## config.mk

```make
export PLATFORM = sky130hd
export DESIGN_NAME = regfile_wb_ctrl
export DESIGN_NICKNAME = d
export VERILOG_FILES = /design/src/rtl/regfile_wb_ctrl.sv
export SDC_FILE = /design/constraint.sdc
export NUM_CORES = 1
export LEC_CHECK = 0
export ABC_AREA = 1
export BUFFER_PORTS_ARGS = -buffer_cell sky130_fd_sc_hd__buf_2
export CAP_MARGIN = 20
export CORE_MARGIN = 1
export CORE_UTILIZATION = 28
export CTS_BUF_LIST = sky130_fd_sc_hd__clkbuf_4 sky130_fd_sc_hd__clkbuf_8 sky130_fd_sc_hd__clkbuf_16
export DETAILED_ROUTE_END_ITERATION = 10
export GPL_TIMING_DRIVEN = 0
export SLEW_MARGIN = 5
export SYNTH_ARGS = -nofsm -noshare
export SYNTH_HDL_FRONTEND = slang
export SYNTH_SLANG_ARGS = --single-unit
export TNS_END_PERCENT = 50
```

## constraint.sdc

```tcl
create_clock -name clk -period 3.49 [get_ports clk]
set_clock_uncertainty 0.05 [all_clocks]
set_input_delay 0.698 -clock clk [delete_from_list [all_inputs] [get_ports clk]]
set_output_delay 0.698 -clock clk [all_outputs]
set_load 0.01 [all_outputs]
```

## src/rtl/regfile_wb_ctrl.sv

```systemverilog
// Register-file writeback controller: ALU results take the write port first,
// LSU results queue in a small FIFO, and a pending-register scoreboard tracks loads in flight.
module regfile_wb_ctrl #(
    parameter int unsigned DEPTH = 4,
    parameter int unsigned XLEN  = 32
) (
    input  logic            clk,
    input  logic            reset,
    input  logic            alu_valid,
    input  logic [4:0]      alu_rd,
    input  logic [XLEN-1:0] alu_wd,
    input  logic            lsu_valid,
    output logic            lsu_ready,
    input  logic [4:0]      lsu_rd,
    input  logic [XLEN-1:0] lsu_wd,
    input  logic            iss_valid,
    input  logic [4:0]      iss_rd,
    input  logic [4:0]      rs1,
    input  logic [4:0]      rs2,
    output logic            rs1_busy,
    output logic            rs2_busy,
    output logic            we3,
    output logic [4:0]      a3,
    output logic [XLEN-1:0] wd3
);

    localparam int unsigned AW       = $clog2(DEPTH);
    localparam logic [AW:0]   CNT_FULL = (AW+1)'(DEPTH);
    localparam logic [AW:0]   CNT_ONE  = (AW+1)'(1);
    localparam logic [AW-1:0] PTR_ONE  = AW'(1);

    logic [4:0]      r_fifo_rd [DEPTH];
    logic [XLEN-1:0] r_fifo_wd [DEPTH];
    logic [AW-1:0]   r_wptr;
    logic [AW-1:0]   r_rptr;
    logic [AW:0]     r_count;
    logic [31:0]     r_pending;
    logic            r_we3;
    logic [4:0]      r_a3;
    logic [XLEN-1:0] r_wd3;

    logic            w_push;
    logic            w_pop;
    logic [4:0]      w_head_rd;
    logic [XLEN-1:0] w_head_wd;

    assign lsu_ready = !reset && (r_count != CNT_FULL);
    assign w_push    = lsu_valid && lsu_ready;
    // The ALU owns the port whenever it has a result; the FIFO only drains in ALU-idle cycles.
    assign w_pop     = !alu_valid && (r_count != '0);
    assign w_head_rd = r_fifo_rd[r_rptr];
    assign w_head_wd = r_fifo_wd[r_rptr];

    always_ff @(posedge clk) begin
        if (w_push) begin
            r_fifo_rd[r_wptr] <= lsu_rd;
            r_fifo_wd[r_wptr] <= lsu_wd;
        end
    end

    always_ff @(posedge clk) begin
        if (reset) begin
            r_wptr  <= '0;
            r_rptr  <= '0;
            r_count <= '0;
        end else begin
            if (w_push) r_wptr <= r_wptr + PTR_ONE;
            if (w_pop)  r_rptr <= r_rptr + PTR_ONE;
            case ({w_push, w_pop})
                2'b10:   r_count <= r_count + CNT_ONE;
                2'b01:   r_count <= r_count - CNT_ONE;
                default: r_count <= r_count;
            endcase
        end
    end

    always_ff @(posedge clk) begin
        if (reset) begin
            r_we3 <= 1'b0;
            r_a3  <= '0;
            r_wd3 <= '0;
        end else if (alu_valid) begin
            r_we3 <= (alu_rd != '0);
            r_a3  <= alu_rd;
            r_wd3 <= alu_wd;
        end else if (w_pop) begin
            r_we3 <= (w_head_rd != '0);
            r_a3  <= w_head_rd;
            r_wd3 <= w_head_wd;
        end else begin
            r_we3 <= 1'b0;
        end
    end

    // Clear is written before set so a same-cycle issue to the popped register keeps it pending.
    always_ff @(posedge clk) begin
        if (reset) begin
            r_pending <= '0;
        end else begin
            if (w_pop && (w_head_rd != '0)) r_pending[w_head_rd] <= 1'b0;
            if (iss_valid && (iss_rd != '0)) r_pending[iss_rd] <= 1'b1;
        end
    end

    assign rs1_busy = r_pending[rs1] && (rs1 != '0);
    assign rs2_busy = r_pending[rs2] && (rs2 != '0);
    assign we3      = r_we3;
    assign a3       = r_a3;
    assign wd3      = r_wd3;

endmodule
```

Word-level counts from Yosys, hierarchy flattened
Memory sizes are Yosys's and may differ from the RTL's. A register that Yosys moved wholly into a read port is not among the register bits.
Index checks and enable logic that the tools add are counted.
{"block": "word_totals", "ff_bits": 77, "ram_bits": 148, "input_bits": 94, "out_inout_bits": 41, "word_cells": 68, "n_memories": 2}
{"block": "classes", "add_sub_neg": 4, "magnitude_cmp": 6, "eq_ne": 3, "mux": 24, "bitwise": 3, "n_reduce_logical": 19}
{"memory": "r_fifo_wd", "depth": 4, "width": 32, "rd": 1, "rd_ports_with_merged_regs": 1, "write_ports": 1, "line": "33", "source": "logic [XLEN-1:0] r_fifo_wd [DEPTH];"}
{"memory": "r_fifo_rd", "depth": 4, "width": 5, "rd": 1, "rd_ports_with_merged_regs": 1, "write_ports": 1, "line": "32", "source": "logic [4:0] r_fifo_rd [DEPTH];"}
{"op": "32-bit 2-to-1 mux", "n": 5}
{"op": "32-bit bitwise AND", "n": 1}
{"op": "32-bit inverter", "n": 1}
{"op": "32-bit bitwise OR", "n": 1}
{"op": "5-bit nonzero test", "n": 5}
{"op": "5-bit by 6-bit less-than comparator with 1-bit output (second input constant)", "n": 4}
{"op": "1-bit binary-select mux with 5-bit select", "n": 2}
{"op": "1-bit demux with 5-bit select", "n": 2}
{"op": "5-bit by 1-bit >= comparator with 1-bit output (second input constant)", "n": 2}
{"op": "5-bit 2-to-1 mux", "n": 2}
{"op": "1-bit logical AND", "n": 9}
{"op": "1-bit 2-to-1 mux", "n": 8}
{"op": "2-bit 2-to-1 mux", "n": 4}
{"op": "3-bit one-hot mux with 2 select lines", "n": 1}
{"op": "2-bit by 1-bit adder with 2-bit output (second input constant)", "n": 2}
{"op": "2-bit nonzero test", "n": 2}
{"op": "3-bit by 1-bit adder with 3-bit output (second input constant)", "n": 1}
{"op": "3-bit inequality test (second input constant)", "n": 1}
{"op": "3-bit nonzero test", "n": 1}
{"op": "3-bit by 1-bit subtractor with 3-bit output (second input constant)", "n": 1}
{"op": "2-bit by 1-bit equality test with 1-bit output (second input constant)", "n": 1}
{"op": "2-bit equality test (second input constant)", "n": 1}
{"op": "1-bit logical NOT", "n": 2}

Longest topological paths before layout
Gate-level depths: netlist of the first run.
{"block": "logic_depth", "depth_word": 10, "ltp_mapped": 12, "ltp_nobuf": 11}

Least setup slack after synthesis of the first run
Ideal clock, no wire load.
{"block": "synth_path", "path_type": "input to register", "start": "input reset", "end": "memory r_fifo_rd[0][0], enable pin", "setup_time_ns": 0.431, "t_arrival_ns": 2.769, "t_required_ns": 3.009, "slack_ns": 0.240, "stages": 3, "path_buffers": 0, "path_cell_list": "a21oi_1 -> nand2_1 -> nor2_1"}
{"block": "synth_via", "elab_chain_cells": 5}
{"element": "from (decl)", "line": "8", "source": "input logic reset,"}
{"element": "1-bit logical NOT", "line": "47", "source": "assign lsu_ready = !reset && (r_count != CNT_FULL);"}
{"element": "1-bit logical AND", "line": "47"}
{"element": "1-bit logical AND", "line": "48", "source": "assign w_push = lsu_valid && lsu_ready;"}
{"element": "1-bit 2-to-1 mux", "line": "55", "source": "if (w_push) begin"}
{"element": "1-bit 2-to-1 mux (implied by the code)", "line": "56", "source": "r_fifo_rd[r_wptr] <= lsu_rd;"}
{"element": "to (decl)", "line": "32"}
No other way between the ends.

Worst setup path in the final report of the first run
{"block": "layout_path", "start": "input rs1[1]", "end": "output rs1_busy"}
{"block": "layout_via", "elab_chain_cells": 3, "word_cells_on_any_way": 4, "classes_between": "mux: 2; reduce/logical: 2"}
{"element": "from (decl)", "line": "18", "source": "input logic [4:0] rs1,"}
{"element": "1-bit binary-select mux with 5-bit select", "line": "105", "source": "assign rs1_busy = r_pending[rs1] && (rs1 != '0);"}
{"element": "1-bit 2-to-1 mux (implied by the code)", "line": "105"}
{"element": "1-bit logical AND (*)", "line": "105"}
{"element": "to (decl)", "line": "20", "source": "output logic rs1_busy,"}
Every way passes the cells marked *; elsewhere a longest branch is shown, timed or not. The select of a mux whose other input is x is not followed.

==> results.py, run 1 <==
metrics = {
    "setup_path": {
        "endpoint_kind": "output port",
        "reg2regPathDepth": 12,
        "crit_fanout": 10,
        "crit_path_end": "rs1_busy",
        "path_class": "in2out",
        "cpMaxStageDelayCell": "clkbuf_1",
        "crit_path_cell_trace": "clkbuf_1 > clkbuf_1 > o21ai_0 > o21ai_0 > nand3_1 > nand4_1 > nand2_1 > inv_1 > buf_2",
        "max_stage_delay_ns": 0.42,
        "r2r_start": "r_count[0]$_SDFFE_PP0P_",
        "crit_start": "rs1[1]",
        "rrSetupSlack_ns": 1.06,
        "worstSetupStartpointType": "input pin",
        "cp.required_ns": 2.74,
        "cp.arrival_ns": 2.29,
        "reg2reg_to": "r_count[2]$_SDFFE_PP0P_",
    },
    "global_routing": {
        "grt_pass1_vias": 7791,
        "track_usage_pct": 15.3,
        "overflow": 0,
        "grt_first_pass_wirelength_mm": 43.0,
        "grt_max_degree": 23,
        "antenna_found_initial": 5,
    },
    "cells_and_area": {
        "multi_input_area_um2": 3370,
        "layoutNonFillerInstCount": 1661,
        "drive_gt1_share_pct": 19.5,
        "syn2layout_area_growth_pct": 22.4,
        "seqCellArea_um2": 6030,
        "fillCellCount": 3566,
        "fin_nets": 1287,
    },
    "min_path": {
        "hold_class": "in2reg",
        "min_from": "lsu_wd[21]",
    },
    "cts": {
        "post-cts-setup-buffers": 0,
        "insertion_delay_ns": 0.54,
        "cts.sinks": 227,
        "hold_buffers": 0,
        "cts.repair.resized": 0,
        "cts_tree": "done",
        "numCtsBuffers": 26,
        "cts_max_level": 1,
        "root_buffer": "clkbuf_16",
        "clkTransAtPathRegs_ns": 0.06,
        "cts_max_path_buffers": 3,
    },
    "yosys": {
        "ys_seq_area_share_pct": 61.3,
        "yosys.area_share.xor_xnor_pct": 0,
        "synth.area.mux_share_pct": 0,
        "syn-num-nets": 1124,
        "synth_area_um2": 9830,
        "synth-simple-area-share_pct": 17.5,
        "synthAdderAreaFrac_pct": 0.840,
        "synth_area_leaders": "edfxtp_1 (45%), dfxtp_1 (16%), nand2_1 (7.4%), o21ai_0 (6.8%), nor2_1 (4.9%)",
        "yosys_register_bits": 227,
        "netlist_instances": 1024,
        "synth-warning-count": 0,
        "synth.distinct_cells": 30,
        "synth_compound_area_share_pct": 15.7,
        "yosysTopAreaCellShare_pct": 45.2,
        "synth_top_family_by_area": "simple AND/OR/NAND/NOR gates",
        "syn_avg_cell_area_um2": 9.60,
        "yosys.area.top_type": "edfxtp_1",
    },
    "power": {
        "vdd_drop_max_mv": 0.353,
        "pwr_density_cell_nw_per_um2": 646,
        "leakage_uw": 0.00442,
    },
    "timing": {
        "holdWs_ns": 0.320,
        "relSlewSlack_pct": 48.5,
        "slew_violations": 0,
        "finalWorstPathRequiredPeriod_ns": 3.03,
        "worstMarginPinSlew_ns": 0.771,
        "hold_viol_final": 0,
        "clock.fmax_mhz": 330,
        "tns_ns": 0,
        "setup_viol": 0,
        "timing.final.crit_share_pct": 86.9,
        "rsz0062_at_grt": "false",
    },
    "floorplanning": {
        "die-area_um2": 35900,
        "die_h_um": 189,
        "die_w_um": 189,
        "io_pins": 135,
        "start_util_pct": 28.5,
        "num_rows": 68,
        "design.core.area_um2": 34500,
    },
    "routing": {
        "drtIter0Drc": 577,
        "vias": 8069,
        "post_drt_wl_per_cell_um": 16.7,
        "wl_mm": 27.7,
        "drc": 0,
        "firstDrtPassIters": 5,
        "via_per_inst": 4.86,
        "postRouteAntennaNets": 0,
    },
    "placed_design": {
        "dp.cells": 1614,
        "place.gp.congestion": 0.856,
        "dp_hpwl_mm": 19.3,
        "portBuffers": 131,
    },
    "outcome": {
        "status": "finished, final reports clean",
    },
    "flow_run": {
        "maxCapViolCount": 0,
    },
}
layout make-up:
class                      count  area share, %
antenna                        1         0.0208
clock inverter                 8          0.780
inverter                      55           1.72
clock buffer                  38           6.36
buffer                        60           2.15
sequential                   227           50.1
multi-input combinational    682           28.0
tap                          455           4.73
timing repair buffer         135           6.18
worst min path at each step:
| stage | endpoint | depth (start not counted) |
|---|---|---|
| after floorplan | r_pending[0]$_SDFF_PP0_ | 2 |
| after global placement | r_pending[0]$_SDFF_PP0_ | 2 |
| after detailed placement | r_pending[0]$_SDFF_PP0_ | 2 |
| after CTS | r_fifo_wd[1][14]$_DFFE_PP_ | 1 |
| after global routing | r_fifo_wd[1][14]$_DFFE_PP_ | 1 |
| final | r_fifo_wd[2][21]$_DFFE_PP_ | 1 |
per-layer routing:
layer  part of all wire (%)  GRT usage (%)  wire (um)
met2                     44           23.7      12200
met5                   0.14              0         40
met1                     46           21.2      12900
met4                    2.6           4.87        724
met3                    6.7           3.02       1860
registers in the layout, indices dropped and copies added, names as in the netlist, named ones only:
name	flops
a3	5
r_rptr	2
r_fifo_rd	20
r_pending	32
r_wptr	2
r_fifo_wd	128
wd3	32
we3	1
r_count	3
power breakdown:
group / internal [uW] / leakage (uW) / switching, uW
logic: 563 / 0.00200 / 1310
clock network: 1600 / 0.000432 / 1080
registers: 3100 / 0.00199 / 109
layout by cell type (no fill, tap or decap), types with 5 or more instances in the layout:
cell type and count:
a21oi_1 51, a21oi_2 8, a31oi_1 33, buf_2 137, clkbuf_1 46, clkbuf_16 26, clkbuf_4 8, dfxtp_1 79
edfxtp_1 148, ha_1 5, inv_1 49, inv_2 6, nand2_1 195, nand3_1 42, nand3_2 19, nor2_1 125
nor2_4 5, o211ai_1 9, o21ai_0 133, o21ai_1 6, o22ai_1 32
synthesized netlist by cell type, drive strengths merged:
library cell / count
inv: 55
nor3: 3
dfxtp: 79
nand3: 61
nor2: 130
a31oi: 33
o211ai: 9
ha: 5
o41ai: 1
nand3b: 2
o21ai: 139
o22ai: 32
clkbuf: 46
a221oi: 4
a21oi: 59
fa: 1
edfxtp: 148
nand4: 2
buf: 14
nand2: 201
cell families after synthesis:
kind of cell | after synthesis
adders and majority gates | 6
buffers and inverters | 115
AOI/OAI and AO/OA | 277
and+or+nand+nor | 399
DFF | 227
critical path, delay by kind of cell:
family / cells / cell delay, ns
buffers and inverters: 4 / 0.90
and+or+nand+nor: 3 / 0.27
AOI/OAI and AO/OA: 2 / 0.41
through the flow:
stage          cell area [um^2]  worst slack, ns  utilization, %  power (uW)
2_1_floorplan              9830            0.240               -        4430
3_3_place_gp              11100            -1.47            32.0        5100
3_5_place_dp              11200            0.428            32.3        5150
4_1_cts                   12000            0.516            34.8        7830
5_1_grt                   12000            0.329            34.8        8150
6_report                  12000            0.456            34.8        7770
Power figures use the tool's default switching activity.
==> inputs of run 2 (changes only) <==
CTS_BUF_LIST = sky130_fd_sc_hd__clkbuf_4 sky130_fd_sc_hd__clkbuf_8   (was sky130_fd_sc_hd__clkbuf_4 sky130_fd_sc_hd__clkbuf_8 sky130_fd_sc_hd__clkbuf_16)
==> results.py, run 2 (same netlist as run 1, synthesis figures left out) <==
metrics = {
    "global_routing": {
        "grt_first_pass_wirelength_mm": 43.2,
        "antenna_found_initial": 6,
        "grt_max_degree": 23,
        "grt_pass1_vias": 7927,
        "overflow": 0,
        "track_usage_pct": 15.5,
    },
    "cts": {
        "root_buffer": "clkbuf_8",
        "cts.sinks": 227,
        "cts_max_path_buffers": 3,
        "numCtsBuffers": 41,
        "clkTransAtPathRegs_ns": 0.06,
        "cts.repair.resized": 0,
        "post-cts-setup-buffers": 0,
        "cts_max_level": 2,
        "hold_buffers": 0,
        "cts_tree": "done",
        "insertion_delay_ns": 0.57,
    },
    "min_path": {
        "hold_class": "in2reg",
        "holdPathStages": 1,
    },
    "floorplanning": {
        "die_h_um": 189,
        "die_w_um": 189,
        "num_rows": 68,
        "io_pins": 135,
        "die-area_um2": 35900,
        "start_util_pct": 28.5,
        "design.core.area_um2": 34500,
    },
    "timing": {
        "worstMarginPinSlew_ns": 0.790,
        "clock.fmax_mhz": 330,
        "holdWs_ns": 0.299,
        "tns_ns": 0,
        "relSlewSlack_pct": 47.2,
        "hold_viol_final": 0,
        "rsz0062_at_grt": "false",
        "timing.final.crit_share_pct": 86.8,
        "setup_viol": 0,
        "slew_violations": 0,
        "finalWorstPathRequiredPeriod_ns": 3.03,
    },
    "routing": {
        "via_per_inst": 4.83,
        "firstDrtPassIters": 5,
        "drc": 0,
        "post_drt_wl_per_cell_um": 16.5,
        "vias": 8162,
        "postRouteAntennaNets": 0,
        "drtIter0Drc": 609,
        "wl_mm": 27.9,
    },
    "setup_path": {
        "max_stage_delay_ns": 0.41,
        "crit_path_cell_trace": "clkbuf_1 > clkbuf_1 > o21ai_0 > o21ai_0 > nand3_1 > nand4_1 > nand2_1 > inv_1 > buf_2",
        "cp.arrival_ns": 2.28,
        "path_class": "in2out",
        "reg2regPathDepth": 5,
        "worstSetupStartpointType": "input pin",
        "cp.required_ns": 2.74,
        "crit_fanout": 10,
        "cpMaxStageDelayCell": "clkbuf_1",
        "endpoint_kind": "output port",
    },
    "flow_run": {
        "maxCapViolCount": 0,
    },
    "power": {
        "p_sw_share_pct": 33.3,
        "power_frac_seq_pct": 41.8,
        "pwr-share-clk_pct": 33.8,
        "power_frac_comb_pct": 24.4,
        "vdd_drop_max_mv": 0.335,
        "total_power_uw": 7690,
        "pwr_density_cell_nw_per_um2": 639,
        "p_sw_uw": 2560,
        "leakage_uw": 0.00445,
        "internal_power_uw": 5130,
    },
    "cells_and_area": {
        "fillCellCount": 3577,
        "final_area_um2": 12000,
        "layout_commonest_cell": "nand2_1",
        "seqCellArea_um2": 6030,
        "fin_nets": 1302,
        "drive_gt1_share_pct": 20.7,
        "syn2layout_area_growth_pct": 22.4,
        "multi_input_area_um2": 3370,
        "layout_common_cells": "nand2_1 (195), edfxtp_1 (148), buf_2 (137)",
        "largest_reg_flops": 128,
        "regMostFlops": "r_fifo_wd",
    },
    "outcome": {
        "status": "finished, final reports clean",
    },
    "placed_design": {
        "dp_hpwl_mm": 19.3,
        "placed_area_um2": 11200,
        "portBuffers": 131,
        "place.gp.congestion": 0.856,
    },
}
[run 2: cell count changes in the layout (fill, tap and decap cells not counted), sizes merged]
cell,delta
inv,+2
clkbuf,+16
bufinv,+1
clkinvlp,-1
clkinv,+11
[run 2: final cells by class]
type / instances / share of cell area (%)
tap: 455 / 4.73
antenna: 1 / 0.0208
multi-input combinational: 682 / 28.0
inverter: 55 / 1.72
clock buffer: 54 / 5.76
sequential: 227 / 50.1
timing repair buffer: 135 / 6.18
clock inverter: 21 / 1.36
buffer: 60 / 2.15
[run 2: metal layers]
| layer | vias up | routed length [um] | global-route usage [%] |
|---|---|---|---|
| met5 | - | 42 | 0 |
| met4 | 6 | 763 | 6.30 |
| met3 | 68 | 2020 | 3.63 |
| met2 | 319 | 12300 | 23.7 |
| met1 | 3823 | 12700 | 20.9 |
| li1 | 3946 | - | - |
[run 2: path summary, 6_finish.rpt]
check                          endpoint  slack [ns]                     from
max reg2reg  r_fifo_wd[2][26]$_DFFE_PP_        1.07  r_count[0]$_SDFFE_PP0P_
max                            rs1_busy        0.46                   rs1[1]
min reg2reg     r_pending[0]$_SDFF_PP0_        0.40  r_pending[0]$_SDFF_PP0_
min          r_fifo_wd[0][14]$_DFFE_PP_        0.30               lsu_wd[14]
[run 2: through the flow]
step | util, % | cells | setup WS [ns]
floorplan | - | 1024 | 0.240
global placement | 32.0 | 1610 | -1.47
detailed placement | 32.3 | 1614 | 0.428
CTS | 34.8 | 1689 | 0.516
global route | 34.8 | 1690 | 0.329
finish | 34.8 | 1690 | 0.462
[run 2: worst max-delay path, delay by kind of cell]
family / cells / cell delay, ns
compound gates: 2 / 0.42
simple gates: 3 / 0.27
buf+inv: 4 / 0.88
[run 2: power by group through the flow]
stage | logic [uW] | registers [uW] | clock network, uW
3_5_place_dp | 1880 | 3260 | 0
5_1_grt | 2090 | 3240 | 2770
4_1_cts | 1890 | 3210 | 2660
2_1_floorplan | 1110 | 3310 | 0
6_report | 1880 | 3210 | 2600
3_3_place_gp | 1830 | 3270 | 0
==> inputs of run 3 (changes only) <==
PLACE_DENSITY = 0.47   (was not set)
==> results.py, run 3 (same netlist as run 1, synthesis figures left out) <==
metrics = {
    "floorplanning": {
        "die_w_um": 189,
        "io_pins": 135,
        "die_h_um": 189,
        "num_rows": 68,
        "design.core.area_um2": 34500,
        "start_util_pct": 28.5,
        "die-area_um2": 35900,
    },
    "global_routing": {
        "grt_pass1_vias": 7685,
        "antenna_found_initial": 5,
        "top_usage_layer": "met2",
        "grt_first_pass_wirelength_mm": 45.0,
        "use_met1_pct": 22.7,
        "gr-usage-met2_pct": 25.4,
        "overflow": 0,
        "grt_max_degree": 25,
        "track_usage_pct": 16.3,
        "use_met3_pct": 3.52,
    },
    "setup_path": {
        "path_class": "in2out",
        "worstSetupStartpointType": "input pin",
        "endpoint_kind": "output port",
        "cp.arrival_ns": 2.34,
        "crit_fanout": 10,
        "cp.required_ns": 2.74,
    },
    "cts": {
        "cts.repair.resized": 0,
        "post-cts-setup-buffers": 0,
        "cts_tree": "done",
        "numCtsBuffers": 41,
        "cts_max_path_buffers": 3,
        "cts.sinks": 227,
        "clkTransAtPathRegs_ns": 0.06,
        "insertion_delay_ns": 0.57,
        "cts_max_level": 2,
        "hold_buffers": 0,
        "root_buffer": "clkbuf_8",
    },
    "routing": {
        "via_per_inst": 4.76,
        "wl_mm": 29.3,
        "drtIter0Drc": 466,
        "post_drt_wl_per_cell_um": 17.4,
        "drc": 0,
        "postRouteAntennaNets": 0,
        "vias": 8050,
        "firstDrtPassIters": 5,
    },
    "power": {
        "total_power_uw": 7620,
        "pwr_density_cell_nw_per_um2": 634,
        "leakage_uw": 0.00444,
        "vdd_drop_max_mv": 0.301,
    },
    "timing": {
        "clock.fmax_mhz": 324,
        "rsz0062_at_grt": "false",
        "relSlewSlack_pct": 40.7,
        "setup_viol": 0,
        "timing.final.crit_share_pct": 88.4,
        "hold_viol_final": 0,
        "worstMarginPinSlew_ns": 0.887,
        "slew_violations": 0,
        "finalWorstPathRequiredPeriod_ns": 3.08,
    },
    "cells_and_area": {
        "layoutNonFillerInstCount": 1690,
        "largest_reg_flops": 128,
        "layout_common_cells": "nand2_1 (195), edfxtp_1 (148), buf_2 (137)",
        "seqCellArea_um2": 6030,
        "regMostFlops": "r_fifo_wd",
        "multi_input_area_um2": 3370,
        "fin_nets": 1302,
        "drive_gt1_share_pct": 21.1,
        "syn2layout_area_growth_pct": 22.2,
        "fillCellCount": 3636,
        "layout_commonest_cell": "nand2_1",
    },
    "flow_run": {
        "maxCapViolCount": 0,
    },
    "placed_design": {
        "dp_hpwl_mm": 20.1,
        "portBuffers": 131,
        "place.gp.congestion": 0.823,
        "dp.cells": 1614,
    },
    "outcome": {
        "status": "finished, final reports clean",
    },
    "min_path": {
        "hold_class": "in2reg",
    },
}
run 3: cell count changes in the layout (fill, tap and decap cells not counted), sizes merged:
cell,delta
clkbuf,+8
bufinv,-2
clkinv,-6
run 3: final cells by class:
cell class	instances	area share, %
timing repair buffer	135	6.31
multi-input combinational	682	28.1
sequential	227	50.2
tap	455	4.74
antenna	1	0.0208
inverter	55	1.72
buffer	60	2.16
clock buffer	62	6.17
clock inverter	13	0.656
run 3: critical path, stage by stage:
cell,delay (ns)
clkbuf_1,0.31
clkbuf_1,0.42
o21ai_0,0.15
o21ai_0,0.32
nand3_1,0.13
nand4_1,0.11
nand2_1,0.05
inv_1,0.04
buf_2,0.11
run 3: stage by stage:
stage	area [um^2]	setup WS [ns]	hold slack (ns)	utilization (%)	setup TNS [ns]
after floorplan	9830	0.240	0.360	-	0
after global placement	11100	-1.54	0.401	32.0	-209.86
after detailed placement	11200	0.457	0.404	32.4	0
after CTS	12000	0.470	0.255	34.8	0
after global routing	12000	0.270	0.277	34.8	0
final	12000	0.405	0.296	34.8	0
run 3: report_power, final:
part           switching (uW)  internal [uW]
sequential                109           3100
clock                    1130           1370
combinational            1340            563
total                    2580           5040
run 3: final timing paths:
path	startpoint	to	slack (ns)	depth (start not counted)
worst min register to register	r_pending[13]$_SDFF_PP0_	r_pending[13]$_SDFF_PP0_	0.42	2
worst max-delay path	rs1[1]	rs1_busy	0.41	9
worst min-delay path	lsu_wd[12]	r_fifo_wd[0][12]$_DFFE_PP_	0.30	1
worst max register to register	r_count[0]$_SDFFE_PP0P_	r_fifo_rd[2][2]$_DFFE_PP_	0.97	5
run 3: layer usage:
| metal | share of wire, % | vias to the layer above |
|---|---|---|
| met1 | 48 | 3811 |
| met4 | 1.5 | 8 |
| met2 | 45 | 234 |
| li1 | - | 3950 |
| met5 | 0.16 | - |
| met3 | 6.0 | 47 |
